<file path="config.mk">
export PLATFORM = sky130hd
export DESIGN_NAME = powlib_credit_tx_flat
export DESIGN_NICKNAME = d
export VERILOG_FILES = /design/src/rtl/powlib_credit_tx_pkg.sv /design/src/rtl/powlib_credit_tx_if.sv /design/src/rtl/powlib_credit_cntr.sv /design/src/rtl/powlib_credit_tx.sv /design/src/flat_wrapper.sv
export SDC_FILE = /design/constraint.sdc
export NUM_CORES = 1
export LEC_CHECK = 0
export ABC_AREA = 1
export CAP_MARGIN = 20
export CORE_ASPECT_RATIO = 2
export CORE_MARGIN = 2
export CORE_UTILIZATION = 37
export CTS_CLUSTER_SIZE = 8
export DETAILED_ROUTE_END_ITERATION = 8
export PLACE_DENSITY_LB_ADDON = 0.2
export SYNTH_ARGS = -nofsm -noshare
export SYNTH_HDL_FRONTEND = slang
export SYNTH_SLANG_ARGS = --single-unit
</file>
<file path="constraint.sdc">
create_clock -name clk -period 1.85 [get_ports clk]
set_clock_uncertainty 0.1 [all_clocks]
set_input_delay 0.37 -clock clk [delete_from_list [all_inputs] [get_ports clk]]
set_output_delay 0.37 -clock clk [all_outputs]
set_load 0.005 [all_outputs]
</file>
<file path="src/rtl/powlib_credit_tx_pkg.sv">
// Shared constants and helpers for the powlib credit transmitter.
package powlib_credit_tx_pkg;

    localparam int POWLIB_CRED_MAX = 255;

    // Ceiling log2, used to size counters that must hold the value v-1.
    function automatic int powlib_clogb2(input int v);
        int r;
        r = 0;
        for (int i = 0; i < 31; i++)
            if ((1 << i) < v) r = i + 1;
        return r;
    endfunction

endpackage

</file>
<file path="src/rtl/powlib_credit_tx_if.sv">
// Write-side handshake plus link/credit signals of the credit transmitter.
// Optional statistics counters appear when POWLIB_CREDIT_TX_STATS_EN is defined.
interface powlib_credit_tx_if
    import powlib_credit_tx_pkg::*;
#(
    parameter int W    = 16,
    parameter int CRED = 8
);
    localparam int WC = powlib_clogb2(CRED + 1);

    logic [W-1:0]  wrdata;
    logic          wrvld;
    logic          wrrdy;
    logic [W-1:0]  txdata;
    logic          txvld;
    logic          crret;
    logic [WC-1:0] crcnt;
    logic          crerr;
`ifdef POWLIB_CREDIT_TX_STATS_EN
    logic [31:0]   txcnt;
    logic [31:0]   stall;
`endif

    modport slave (
        input  wrdata, wrvld, crret,
        output wrrdy, txdata, txvld, crcnt, crerr
`ifdef POWLIB_CREDIT_TX_STATS_EN
        , output txcnt, stall
`endif
    );

    modport master (
        output wrdata, wrvld, crret,
        input  wrrdy, txdata, txvld, crcnt, crerr
`ifdef POWLIB_CREDIT_TX_STATS_EN
        , input txcnt, stall
`endif
    );

endinterface

</file>
<file path="src/rtl/powlib_credit_cntr.sv">
// Saturating up/down credit counter; o_ovf flags an increment refused at MAX.
module powlib_credit_cntr #(
    parameter int W    = 4,
    parameter int INIT = 8,
    parameter int MAX  = 8
) (
    input  logic         i_clk,
    input  logic         i_rst,
    input  logic         i_inc,
    input  logic         i_dec,
    output logic [W-1:0] o_cnt,
    output logic         o_zero,
    output logic         o_ovf
);
    logic [W-1:0] r_cnt;
    logic         w_full;
    logic         w_zero;

    assign w_full = (r_cnt == W'(MAX));
    assign w_zero = (r_cnt == '0);

    always_ff @(posedge i_clk or negedge i_rst) begin
        if (!i_rst)
            r_cnt <= W'(INIT);
        else if (i_inc && !i_dec && !w_full)
            r_cnt <= r_cnt + 1'b1;
        else if (i_dec && !i_inc && !w_zero)
            r_cnt <= r_cnt - 1'b1;
    end

    assign o_cnt  = r_cnt;
    assign o_zero = w_zero;
    assign o_ovf  = i_inc && !i_dec && w_full;

endmodule

</file>
<file path="src/rtl/powlib_credit_tx.sv">
// Credit-gated transmitter: one registered link stage, one credit spent per word.
// Define POWLIB_CREDIT_TX_STATS_EN to add the txcnt/stall statistics outputs.
module powlib_credit_tx
    import powlib_credit_tx_pkg::*;
#(
    parameter int W    = 16,
    parameter int CRED = 8,
    parameter int EDBG = 0,
    parameter     ID   = "CREDTX"
) (
    input  logic              clk,
    input  logic              rst,
    powlib_credit_tx_if.slave lnk
);
    localparam int WC = powlib_clogb2(CRED + 1);

    if (CRED < 1 || CRED > POWLIB_CRED_MAX) begin : g_bad_cred
        $fatal(1, "%s: CRED must be within 1..%0d", ID, POWLIB_CRED_MAX);
    end

    logic [WC-1:0] w_cnt;
    logic          w_zero;
    logic          w_ovf;
    logic          w_wrinc;
    logic [W-1:0]  r_txdata;
    logic          r_txvld;
    logic          r_crerr;

    // wrrdy comes only from the counter register, so wrvld/crret never reach it.
    assign w_wrinc = lnk.wrvld && !w_zero;

    powlib_credit_cntr #(
        .W    (WC),
        .INIT (CRED),
        .MAX  (CRED)
    ) u_cntr (
        .i_clk  (clk),
        .i_rst  (rst),
        .i_inc  (lnk.crret),
        .i_dec  (w_wrinc),
        .o_cnt  (w_cnt),
        .o_zero (w_zero),
        .o_ovf  (w_ovf)
    );

    always_ff @(posedge clk or negedge rst) begin
        if (!rst) begin
            r_txdata <= '0;
            r_txvld  <= 1'b0;
            r_crerr  <= 1'b0;
        end else begin
            r_txvld <= w_wrinc;
            if (w_wrinc) r_txdata <= lnk.wrdata;
            if (w_ovf)   r_crerr  <= 1'b1;
        end
    end

    always_ff @(posedge clk) begin
        if (rst) assert (!(EDBG != 0 && w_ovf))
            else $error("%s: credit overflow at %0t", ID, $time);
    end

    assign lnk.wrrdy  = !w_zero;
    assign lnk.txdata = r_txdata;
    assign lnk.txvld  = r_txvld;
    assign lnk.crcnt  = w_cnt;
    assign lnk.crerr  = r_crerr;

`ifdef POWLIB_CREDIT_TX_STATS_EN
    logic [31:0] r_txcnt;
    logic [31:0] r_stall;

    // txcnt wraps freely; stall saturates so a long stall never reads as short.
    always_ff @(posedge clk or negedge rst) begin
        if (!rst) begin
            r_txcnt <= '0;
            r_stall <= '0;
        end else begin
            if (w_wrinc) r_txcnt <= r_txcnt + 32'd1;
            if (lnk.wrvld && w_zero && (r_stall != '1)) r_stall <= r_stall + 32'd1;
        end
    end

    assign lnk.txcnt = r_txcnt;
    assign lnk.stall = r_stall;
`endif

endmodule

</file>
<file path="src/flat_wrapper.sv">
// flat-port wrapper written by rule: the top's interface ports become plain ports
module powlib_credit_tx_flat import powlib_credit_tx_pkg::*;
#(
    parameter int W    = 16,
    parameter int CRED = 8,
    parameter int EDBG = 0,
    parameter     ID   = "      "
)
  (clk, rst, lnk_wrdata, lnk_wrvld, lnk_crret, lnk_wrrdy, lnk_txdata, lnk_txvld, lnk_crcnt, lnk_crerr);
  powlib_credit_tx_if #(.W(W), .CRED(CRED)) lnk_i ();
  input  logic clk;
  input  logic rst;
  input wire logic [$bits(lnk_i.wrdata)-1:0] lnk_wrdata;
  input wire logic [$bits(lnk_i.wrvld)-1:0] lnk_wrvld;
  input wire logic [$bits(lnk_i.crret)-1:0] lnk_crret;
  output wire logic [$bits(lnk_i.wrrdy)-1:0] lnk_wrrdy;
  output wire logic [$bits(lnk_i.txdata)-1:0] lnk_txdata;
  output wire logic [$bits(lnk_i.txvld)-1:0] lnk_txvld;
  output wire logic [$bits(lnk_i.crcnt)-1:0] lnk_crcnt;
  output wire logic [$bits(lnk_i.crerr)-1:0] lnk_crerr;
  assign lnk_i.wrdata = lnk_wrdata;
  assign lnk_i.wrvld = lnk_wrvld;
  assign lnk_i.crret = lnk_crret;
  assign lnk_wrrdy = lnk_i.wrrdy;
  assign lnk_txdata = lnk_i.txdata;
  assign lnk_txvld = lnk_i.txvld;
  assign lnk_crcnt = lnk_i.crcnt;
  assign lnk_crerr = lnk_i.crerr;
  powlib_credit_tx #(.W(W), .CRED(CRED), .EDBG(EDBG), .ID(ID)) u_core (.clk(clk), .rst(rst), .lnk(lnk_i));
endmodule
</file>
==> impl_metrics.toml <==
[detailed_routing]
post_drt_wl_per_cell_um = 12.1
dr.pass1.iters = 4
wl_um = 2340
via_per_inst = 4.69
vias = 909
drc_errors = 0
drtIter0Drc = 18
ant_nets = 0

[synthesis]
synth_cell_type_count = 20
synth-edff-count = 0
syn_nets = 133
ys_warn_count = 0
synth_top_area_share_pct = 53.7
yosysSeqAreaShare_pct = 56.4
syn-cell-area_um2 = 978
yosys-top-cells-count = "63 x nand2_1, 21 x dfrtp_1, 4 x nand3_1"
syn_inst = 110
synthFlopType = "dfrtp_1"
synth-seq-cells = 22
synth.most_common_cell = "nand2_1"
syn_avg_cell_area_um2 = 8.89
synth_top_area_cell = "dfrtp_1"
synth.top_cells.by_area = "dfrtp_1 54%, nand2_1 24%, dfstp_2 2.7%"
async_flop_share_pct = 100

[layout]
fin_nets = 190
nFillCells = 221
drive_gt1_share_pct = 19.3
syn_to_final_growth_pct = 61.6
post-route-util_pct = 62.3
seq_area_um2 = 553
n_antenna_cell = 0
multi_input_area_um2 = 427

[power]
power_frac_seq_pct = 34.4
switching_share_pct = 34.8
p_sw_mw = 0.805
power_leakage_nw = 0.777
pwr-share-clk_pct = 12.6
power_frac_comb_pct = 53.1
p_per_area_mw_per_mm2 = 1460
intPower_mw = 1.51
vdd_drop_max_mv = 0.664

[floorplan]
row_count = 26
io_pins = 43
core_mm2 = 0.00254
start_util_pct = 38.6
die-width_um = 40.4
die_h_um = 76.7
dieArea_mm2 = 0.00310

[clocking]
cts_buffers = 3
hold_buffers = 0
worstSkewPairLatency_ps = 250
clk_pin_slew_ps = 70
htreeDepth = 1
clock-sinks = 22
cts_tree = "yes"
cts_buffer_depth = 2
cts-root-buf = "clkbuf_8"

[global_route]
met1_usage_pct = 19.8
grt_util_met2_pct = 31.9
met3_usage_pct = 1.73
antenna_found_initial = 0
grt_pass1_wl_um = 4040
top_usage_layer = "met2"
grt_max_degree = 23
grt_use_total_pct = 17.9
overflow = 0
grt_pass1_vias = 979

[critical_path]
worstPathRequired_ps = 1940
worstPathArrival_ps = 1920
end_kind = "flop"
cp-start-kind = "flop"
worstSetupPathType = "reg -> reg"
worstPathMaxFanout = 5

[timing]
fin_crit_sh_pct = 98.7
tightest_slew_ps = 282
hold_viol = 0
slew_headroom_pct = 81.2
final.min_clock_period_ps = 1830
finalSetupViolCount = 0
setup_ws_ps = 24.7
fmax_mhz = 548
drv_slew = 0
rsz0062_at_grt = "true"
fin_hold_ws_ps = 354

[place]
gp_congestion = 0.674
pre_cts_slack_ps = -164
port_buffers = 42
hpwl_um = 1740

[worst_hold_path]
hold_class = "in -> async"

[run]
maxCapViolCount = 0

[run_status]
status = "complete, no violations"
==> registers in the layout, indices dropped and copies added, names as in the netlist <==
register and flops:
u_core.lnk.txvld 1, u_core.u_cntr.o_cnt 4, u_core.lnk.txdata 16, u_core.lnk.crerr 1
==> worst max-delay path: stages (launching register included) <==
cell,delay (ps)
dfstp_2,570
nor2_1,60
nand2_2,100
nand2_4,60
nand3_4,120
ha_4,210
nand2_2,70
nand2_2,70
a21o_1,190
nand2_2,70
nand2_2,40
nand2_1,60
nand2_1,40
==> metal layers <==
metal / wire length, µm / part of all wire [%]
met5: 0 / 0
met3: 104 / 4.4
met4: 16 / 0.68
met1: 851 / 36
met2: 1370 / 58
==> what timing repair did <==
action | 4_1_cts | 5_1_grt
setup buffers | 1 | 4
setup endpoints to repair | 2 | 1
resized for setup | 3 | 9
pin swaps | 0 | 6
==> kinds of logic (layout without fill, tap and decap cells) <==
logic type | Yosys count | after routing | synth area share, %
AND/OR/NAND/NOR | 75 | 75 | 32.6
flip-flops | 22 | 22 | 56.4
buffers and inverters | 6 | 62 | 3.45
adder cells (fa/ha/maj) | 3 | 3 | 4.60
AO/OA/AOI/OAI | 3 | 3 | 2.05
XOR/XNOR | 1 | 1 | 0.895
==> final cells by class <==
class / instances / share of cell area, %
multi-input combinational: 82 / 27.0
clock buffer: 4 / 2.85
tap: 28 / 2.22
timing repair buffer: 54 / 32.0
sequential: 22 / 35.0
inverter: 4 / 0.949
==> power groups by stage <==
stage / Combinational (mW) / Sequential [mW] / Clock [mW]
detailed placement: 1.10 / 0.791 / 0
CTS: 1.12 / 0.786 / 0.303
global placement: 1.07 / 0.787 / 0
finish: 1.23 / 0.794 / 0.291
floorplan: 0.477 / 0.821 / 0
global route: 1.38 / 0.819 / 0.326
==> through the flow <==
stage / instances / cell area (µm²) / total power, mW / setup TNS, ps
after floorplan: 110 / 978 / 1.30 / 0
after global placement: 185 / 1470 / 1.86 / -87.0
after detailed placement: 185 / 1470 / 1.89 / -218
after CTS: 190 / 1520 / 2.21 / 0
after global routing: 194 / 1580 / 2.53 / -86.7
final: 194 / 1580 / 2.31 / 0
==> final timing paths <==
path	slack (ps)	cells past startpoint	from	endpoint
max	20	12	u_core.u_cntr.o_cnt[3]$_DFFE_PN1P_	u_core.u_cntr.o_cnt[3]$_DFFE_PN1P_
min	350	2	rst	u_core.lnk.txdata[15]$_DFFE_PN0P_
max reg2reg	20	12	u_core.u_cntr.o_cnt[3]$_DFFE_PN1P_	u_core.u_cntr.o_cnt[3]$_DFFE_PN1P_
min reg2reg	380	1	u_core.lnk.crerr$_DFFE_PN0P_	u_core.lnk.crerr$_DFFE_PN0P_
max in group asynchronous	1030	2	rst	u_core.u_cntr.o_cnt[3]$_DFFE_PN1P_
min in group clk	380	1	u_core.lnk.crerr$_DFFE_PN0P_	u_core.lnk.crerr$_DFFE_PN0P_
==> placed cells by master (no fill, tap or decap) <==
| cell type | netlist | layout |
|---|---|---|
| nand3b_1 | 1 | 1 |
| dlygate4sd2_1 | 0 | 1 |
| a21oi_2 | 0 | 1 |
| buf_4 | 1 | 13 |
| nand2_4 | 1 | 1 |
| nand2_2 | 2 | 6 |
| o21bai_1 | 1 | 1 |
| nand3_4 | 1 | 1 |
| inv_2 | 1 | 2 |
| clkdlybuf4s50_1 | 0 | 40 |
| dfrtp_1 | 21 | 20 |
| nor2_2 | 1 | 1 |
| clkbuf_1 | 0 | 1 |
| fa_1 | 1 | 1 |
| nor2_1 | 2 | 1 |
| a21o_1 | 1 | 1 |
| xor2_1 | 1 | 1 |
| nand2_1 | 63 | 59 |
| nand3_1 | 4 | 4 |
| dfrtp_2 | 0 | 1 |
| ha_4 | 0 | 1 |
| nor2_4 | 0 | 1 |
| clkbuf_8 | 0 | 3 |
| ha_1 | 2 | 1 |
| dfstp_2 | 1 | 1 |
| inv_1 | 3 | 2 |
Power figures use the tool's default switching activity.
